[src/rtl/fsic_serdes_pkg.sv]
// fsic_serdes_pkg: lock-state encoding and slice-index sizing shared by the
// serdes transmit and receive sides.
package fsic_serdes_pkg;

  typedef enum logic {
    UNLOCK = 1'b0,
    LOCKED = 1'b1
  } lock_state_e;

  localparam int LOSS_W = 8;

  function automatic int idx_w(input int ratio);
    return (ratio > 1) ? $clog2(ratio) : 1;
  endfunction

endpackage

[src/rtl/fsic_phase_lock_mon.sv]
// fsic_phase_lock_mon: checks the ioclk-domain phase counter for a clean
// 0..N-1 sequence and declares lock after enough clean frames.
module fsic_phase_lock_mon import fsic_serdes_pkg::*; #(
  parameter int pCLK_RATIO   = 4,
  parameter int pLOCK_FRAMES = 2
) (
  input  logic                         ioclk,
  input  logic                         axis_rst_n,
  input  logic [idx_w(pCLK_RATIO)-1:0] phase_cnt_in,
  output logic                         clean,
  output logic                         locked,
  output logic [LOSS_W-1:0]            lock_loss_cnt
);
  localparam int PW = idx_w(pCLK_RATIO);
  localparam int CW = $clog2(pLOCK_FRAMES + 1);

  lock_state_e   state;
  logic [PW-1:0] prev;
  logic          prev_vld;
  logic          run_ok;
  logic          phase0;
  logic [CW-1:0] frame_cnt;

  assign phase0 = phase_cnt_in == '0;
  assign clean  = prev_vld && (phase_cnt_in == PW'(prev + 1'b1));
  assign locked = state == LOCKED;

  // run_ok: a phase 0 has been seen and every cycle since it was clean
  always_ff @(posedge ioclk or negedge axis_rst_n) begin
    if (!axis_rst_n) begin
      state         <= UNLOCK;
      prev          <= '0;
      prev_vld      <= 1'b0;
      run_ok        <= 1'b0;
      frame_cnt     <= '0;
      lock_loss_cnt <= '0;
    end else begin
      prev     <= phase_cnt_in;
      prev_vld <= 1'b1;
      run_ok   <= phase0 || (run_ok && clean);
      if (state == UNLOCK) begin
        if (!clean) begin
          frame_cnt <= '0;
        end else if (phase0 && run_ok) begin
          if (frame_cnt == CW'(pLOCK_FRAMES - 1)) begin
            state     <= LOCKED;
            frame_cnt <= '0;
          end else begin
            frame_cnt <= frame_cnt + 1'b1;
          end
        end
      end else if (!clean) begin
        state         <= UNLOCK;
        lock_loss_cnt <= lock_loss_cnt + LOSS_W'(lock_loss_cnt != '1);
      end
    end
  end

endmodule

[src/rtl/fsic_io_serdes_tx.sv]
// fsic_io_serdes_tx: serialises one coreclk-wide word into pCLK_RATIO ioclk
// slices, gated by phase lock, with a one-word holding register.
module fsic_io_serdes_tx import fsic_serdes_pkg::*; #(
  parameter int pCLK_RATIO   = 4,
  parameter int pDATA_WIDTH  = 8,
  parameter int pLOCK_FRAMES = 2
) (
  input  logic                              ioclk,
  input  logic                              axis_rst_n,
  input  logic [idx_w(pCLK_RATIO)-1:0]      phase_cnt_in,
  input  logic [pCLK_RATIO*pDATA_WIDTH-1:0] tx_data,
  input  logic                              tx_valid,
  output logic                              tx_ready,
  output logic [pDATA_WIDTH-1:0]            txd,
  output logic                              tx_frame,
  output logic                              tx_dv,
  output logic                              locked,
  output logic [LOSS_W-1:0]                 lock_loss_cnt
);
  localparam int WW = pCLK_RATIO * pDATA_WIDTH;

  logic          clean;
  logic          active;
  logic          phase0;
  logic          full;
  logic          load_now;
  logic          accept;
  logic [WW-1:0] hold;
  logic [WW-1:0] shifter;

  fsic_phase_lock_mon #(
    .pCLK_RATIO  (pCLK_RATIO),
    .pLOCK_FRAMES(pLOCK_FRAMES)
  ) u_lock_mon (
    .ioclk        (ioclk),
    .axis_rst_n   (axis_rst_n),
    .phase_cnt_in (phase_cnt_in),
    .clean        (clean),
    .locked       (locked),
    .lock_loss_cnt(lock_loss_cnt)
  );

  // A non-clean cycle while locked aborts the frame at once, so the held word
  // must not be moved into the shifter on that cycle or it would be lost.
  assign active   = locked && clean;
  assign phase0   = phase_cnt_in == '0;
  assign load_now = active && phase0 && full;
  assign tx_ready = locked && (!full || load_now);
  assign accept   = tx_valid && tx_ready;

  always_ff @(posedge ioclk or negedge axis_rst_n) begin
    if (!axis_rst_n) begin
      full     <= 1'b0;
      hold     <= '0;
      shifter  <= '0;
      txd      <= '0;
      tx_frame <= 1'b0;
      tx_dv    <= 1'b0;
    end else begin
      if (accept) begin
        hold <= tx_data;
        full <= 1'b1;
      end else if (load_now) begin
        full <= 1'b0;
      end
      if (load_now) shifter <= hold;
      tx_frame <= load_now;
      tx_dv    <= load_now || (active && !phase0 && tx_dv);
      txd      <= load_now ? hold[pDATA_WIDTH-1:0] :
                  (active && !phase0 && tx_dv) ? shifter[phase_cnt_in*pDATA_WIDTH +: pDATA_WIDTH] :
                  '0;
    end
  end

endmodule

[config.mk]
export PLATFORM = sky130hd
export DESIGN_NAME = fsic_io_serdes_tx
export DESIGN_NICKNAME = d
export VERILOG_FILES = /design/src/rtl/fsic_serdes_pkg.sv /design/src/rtl/fsic_phase_lock_mon.sv /design/src/rtl/fsic_io_serdes_tx.sv
export SDC_FILE = /design/constraint.sdc
export NUM_CORES = 1
export LEC_CHECK = 0
export BUFFER_PORTS_ARGS = -buffer_cell sky130_fd_sc_hd__clkbuf_2
export CAP_MARGIN = 20
export CORE_MARGIN = 4
export CORE_UTILIZATION = 60
export DETAILED_ROUTE_END_ITERATION = 8
export GPL_TIMING_DRIVEN = 0
export PLACE_DENSITY = 0.84
export SETUP_SLACK_MARGIN = 0.5
export SLEW_MARGIN = 20
export SYNTH_ARGS = -nofsm -noshare
export SYNTH_HDL_FRONTEND = slang
export SYNTH_SLANG_ARGS = --single-unit
[constraint.sdc]
create_clock -name ioclk -period 4 [get_ports ioclk]
set_input_delay 0.6 -clock ioclk [delete_from_list [all_inputs] [get_ports ioclk]]
set_output_delay 0.6 -clock ioclk [all_outputs]
set_load 0.03 [all_outputs]
# Word level (Yosys, flattened, before mapping)
# Cells that the tools add are included.
# classes
n_bitwise	2
add_sub_neg	3
mux	12
reduce_logical	19
n_eq_ne	4
n_shift	1
# ops
operator	n
32-bit by 6-bit indexed part select with 8-bit output	1
8-bit 2-to-1 mux	2
1-bit logical AND	10
8-bit by 1-bit adder with 8-bit output	1
8-bit inequality test, second input constant	1
1-bit 2-to-1 mux	7
2-bit 2-to-1 mux	3
2-bit by 1-bit adder with 2-bit output, second input constant	2
2-bit AND reduction	2
1-bit logical OR	3
2-bit by 1-bit == test with 1-bit output, second input constant	1
2-bit == test	1
1-bit zero test	2
2-bit zero test	1
2-bit by 1-bit inequality test with 1-bit output, second input constant	1
1-bit NOT	2
2-bit nonzero test	1
# totals
word_cells	53
ff_bits	90
in_bits	37

# Depth between registers and ports, before layout
# depth
word_depth	10
ltp_mapped	7
depth_no_buf	7

# Hierarchy
# Synthesis repeated with hierarchy kept, for this count alone.
# hier_totals
hier_cells	237
area_unflattened_um2	3445.8
# by_module_without_submodules
module	seq_area_each_um2	n_inst	area_each_um2	cells_per_inst
fsic_io_serdes_tx	1676.6	1	2731.4	178
fsic_phase_lock_mon	375.4	1	714.4	59

# Worst setup path before layout
# No wires, ideal clock.
# synth_path
path_type	input to output
from	input port phase_cnt_in[0]
to	output port tx_ready
t_required_ns	3.400
arrival_ns	1.361
slack_ns	2.039
cell_stages	2
path_cell_list	o41ai_4 > and2_1
# synth_between
elab_chain_len	7
elab_cells_between_ends	8
# synth_rtl
element	line_no	source
start: declaration	fsic_io_serdes_tx.sv:10	input logic [idx_w(pCLK_RATIO)-1:0] phase_cnt_in,
2-bit == test	fsic_phase_lock_mon.sv:25	assign clean = prev_vld && (phase_cnt_in == PW'(prev + 1'b1));
1-bit logical AND	fsic_phase_lock_mon.sv:25	
1-bit logical AND	fsic_io_serdes_tx.sv:45	assign active = locked && clean;
1-bit logical AND * (2 in a row)	fsic_io_serdes_tx.sv:47	assign load_now = active && phase0 && full;
1-bit logical OR *	fsic_io_serdes_tx.sv:48	assign tx_ready = locked && (!full || load_now);
1-bit logical AND *	fsic_io_serdes_tx.sv:48	
end: declaration	fsic_io_serdes_tx.sv:13	output logic tx_ready,
# Every way passes the cells marked *; elsewhere a longest branch is shown, timed or not.

# Final worst setup path
# layout_path
from	register u_lock_mon.prev[0]
to	output port tx_ready
# layout_between
elab_chain_len	8
# layout_rtl
element	line_no	source
start: declaration	fsic_phase_lock_mon.sv:18	logic [PW-1:0] prev;
start signal: assignment	fsic_phase_lock_mon.sv:38	prev <= phase_cnt_in;
2-bit by 1-bit adder with 2-bit output	fsic_phase_lock_mon.sv:25	
2-bit == test	fsic_phase_lock_mon.sv:25	
1-bit logical AND	fsic_phase_lock_mon.sv:25	
1-bit logical AND	fsic_io_serdes_tx.sv:45	
1-bit logical AND (2 in a row)	fsic_io_serdes_tx.sv:47	
1-bit logical OR	fsic_io_serdes_tx.sv:48	
1-bit logical AND	fsic_io_serdes_tx.sv:48	
# Every way passes these cells.

==> flow_metrics.tcl <==
set metrics [dict create \
    core-area_um2 5610 \
    synth_ff_type "sky130_fd_sc_hd__dfrtp_1" \
    irDropWorstVdd_v 0.000230 \
    ctsRootBufferMaster "sky130_fd_sc_hd__clkbuf_8" \
    dp_hpwl_mm 4.68 \
    setup-violations-final 0 \
    remaining_drc_errors 0 \
    largest_net_degree_at_the_start_of_global_routing 52 \
    synth_compound_area_frac 0.0598 \
    worst_setup_path_start_kind "register" \
    floorplan.initialDensity 0.631 \
    postRouteWirelength_mm 6.47 \
    power-per-cell-area_nw_per_um2 387 \
    endpoint_kind "output port" \
    vias 2105 \
    fillerInstances 385 \
    die_area_um2 7190 \
    unrepaired_setup_endpoints_after_global_routing "false" \
    cts.hold.buffers_added 0 \
    detailed_place.area_um2 3930 \
    post_route_clock_skew_ps 6.88 \
    slew_viol_final 0 \
    via_count_of_the_first_global_routing_pass 2227 \
    clock_tree.buffer_depth 2 \
    syn-instance-count 243 \
    critical_path.slowest_cell "sky130_fd_sc_hd__dfrtp_1" \
    max_freq_ghz 0.443 \
    worst_setup_hold_path_clk_slew_ps 80 \
    die_width_um 84.8 \
    synth.top_cell.area_share 0.580 \
    hold_viol_final 0 \
    post_drt_via_cell_ratio 5.43 \
    timing.setup.critical_path_class "reg -> out" \
    critical_path.max_stage_delay_ps 400 \
    drt_iter0_drc 85 \
    layout_worst_path_cycle_share 0.564 \
    multi_input_comb_area_um2 1400 \
    syn-num-nets 282 \
    final_nets 350 \
    cp_required_ps 3400 \
    total_power_uw 1620 \
    post_synth_main_area_contributors "sky130_fd_sc_hd__dfrtp_1 58%, sky130_fd_sc_hd__mux2_4 13%, sky130_fd_sc_hd__mux2_2 11%" \
    tritoncts "built" \
    clk_latency_ps 350 \
    synth-simple-area-share 0.0648 \
    postSynth.asyncResetShare 1.00 \
    cp_top_family "flip-flops" \
    timing_worst_slew_pin_value_ps 684 \
    antenna_violating_nets_post_route 0 \
    setup_tns_ps 0 \
    period_minus_slack_ps 2260 \
    yosys.area_share.xor_xnor 0.0173 \
    synth_top_family_by_area "multiplexers" \
    final_cell_area_um2 4180 \
    route.detailed.wl_per_inst_um 16.7 \
    layout-area-overhead-vs-synth_pct 18.2 \
    result_of_the_run "finished clean" \
    ios 57 \
    cts_max_level 3 \
    syn_avg_cell_area_um2 14.6 \
    timing.max_slew.rel_slack 0.544 \
    drive_above_1_share 0.481 \
    synth_top_area_cell "sky130_fd_sc_hd__dfrtp_1" \
    clkSinkCount 82 \
    layout.cells.most_common "sky130_fd_sc_hd__dfrtp_1" \
    max_cap_viol_count 0 \
    grt_ovf 0 \
    gr-usage-all-layers 0.198 \
    worst_hold_path_type "in -> async" \
    synth_sequential_area_ratio 0.580 \
    post_synth_instance_area_um2 3540 \
    path_cells "nand2_1 -> o41ai_4 -> and2_1 -> clkbuf_2" \
    cts_resized 0 \
    global_route_wire_length_before_repair_mm 10.9 \
    arrival_time_at_the_worst_endpoint_ps 1660 \
    post-cts-setup-buffer-count 0 \
    portBuffers 56 \
    height_of_the_die_um 84.8 \
    synth-adder-area-share 0.00708 \
    area.sequential_um2 2050 \
    detailedRoute.firstPassIterationCount 4 \
    diodes 0 \
    p_leak_uw 0.00222 \
    cp_max_fo 5 \
    cts_inserted_buffers 9 \
    fp-row-count 27 \
    synth_enable_flop_cells 0 \
    postSynthRegisterBits 82 \
    mux_share_of_post_synthesis_cell_area 0.245 \
    yosysWarningCount 0 \
    worstPathBufferInverterCount 1 \
    gp_congestion 0.759 \
    grt_antenna_before_repair 0 \
    synth.distinct_cells 32 \
    leading_cell_types_in_the_layout_fill_and_taps_excluded "82 x sky130_fd_sc_hd__dfrtp_1, 55 x sky130_fd_sc_hd__clkbuf_2, 36 x sky130_fd_sc_hd__mux2_2" \
]
-- state kept, by name, summed over array words and instances (netlist names) --
name,flops
full,1
hold,32
shifter,24
tx_dv,1
tx_frame,1
txd,8
u_lock_mon.frame_cnt,2
u_lock_mon.lock_loss_cnt,8
u_lock_mon.locked,1
u_lock_mon.prev,2
u_lock_mon.prev_vld,1
u_lock_mon.run_ok,1
-- path summary, 6_finish.rpt --
| path | from | endpoint | slack, ps | cells after the start |
|---|---|---|---|---|
| max in group asynchronous | axis_rst_n | hold[20] | 3090 | 2 |
| worst max register to register | u_lock_mon.lock_loss_cnt[3] | u_lock_mon.lock_loss_cnt[6] | 2260 | 7 |
| worst min-delay path | axis_rst_n | u_lock_mon.lock_loss_cnt[3] | 310 | 1 |
| worst min register to register | shifter[14] | shifter[14] | 510 | 1 |
| worst max-delay path | u_lock_mon.prev[0] | tx_ready | 1740 | 4 |
| min in group ioclk | tx_data[19] | hold[19] | 480 | 2 |
-- metal layers --
layer | GRT usage | part of all wire
met1 | 0.271 | 0.46
met2 | 0.299 | 0.47
met3 | 0.0559 | 0.053
met4 | 0.0791 | 0.017
met5 | 0 | 0
-- through the flow --
stage / setup WS (ps) / hold slack [ps] / std cells / utilization
floorplan: 2040 / 304 / 243 / -
detailed placement: 1760 / 493 / 372 / 0.701
CTS: 1720 / 326 / 388 / 0.745
global route: 1670 / 356 / 388 / 0.745
finish: 1740 / 311 / 388 / 0.745
global placement: 1580 / 477 / 371 / 0.697
-- where the power goes --
part | switching, uW | internal [uW]
Sequential | 2.67 | 831
Clock | 291 | 434
Combinational | 34.9 | 23.0
Total | 328 | 1290
-- area by class of cell --
cell class	instances	share of cell area
Multi-Input combinational cell	146	0.334
Clock buffer	10	0.0329
Timing Repair Buffer	57	0.0725
Tap cell	72	0.0216
Buffer	14	0.0201
Inverter	1	0.000898
Clock inverter	6	0.0269
Sequential cell	82	0.491
-- synthesized netlist by cell type (3+ instances only) --
library cell / n
sky130_fd_sc_hd__nand3b_1: 3
sky130_fd_sc_hd__buf_2: 7
sky130_fd_sc_hd__nand2_1: 9
sky130_fd_sc_hd__a22o_1: 9
sky130_fd_sc_hd__mux2_2: 36
sky130_fd_sc_hd__mux2_4: 30
sky130_fd_sc_hd__a22oi_1: 8
sky130_fd_sc_hd__nor2_1: 13
sky130_fd_sc_hd__xor2_1: 6
sky130_fd_sc_hd__nor3_1: 5
sky130_fd_sc_hd__a21o_1: 3
sky130_fd_sc_hd__nand4_1: 4
sky130_fd_sc_hd__dfrtp_1: 82
sky130_fd_sc_hd__buf_6: 3
-- kinds of logic (layout without fill, tap and decap cells) --
group | count (synthesis) | in the layout
flip-flops | 82 | 82
multiplexers | 67 | 67
AND/OR/NAND/NOR | 44 | 44
AO/OA/AOI/OAI | 25 | 25
buffers and inverters | 15 | 88
XOR/XNOR | 7 | 7
adder cells (fa/ha/maj) | 2 | 2
other | 1 | 1
-- worst reg2reg max path: cells and delay by family (launching register included) --
family / cells / cell delay, ps
adders and majority gates: 2 / 380
DFF: 1 / 440
xor gates and xnor gates: 1 / 150
and+or+nand+nor: 4 / 650
Note: power is estimated with default switching activity, not from simulation.
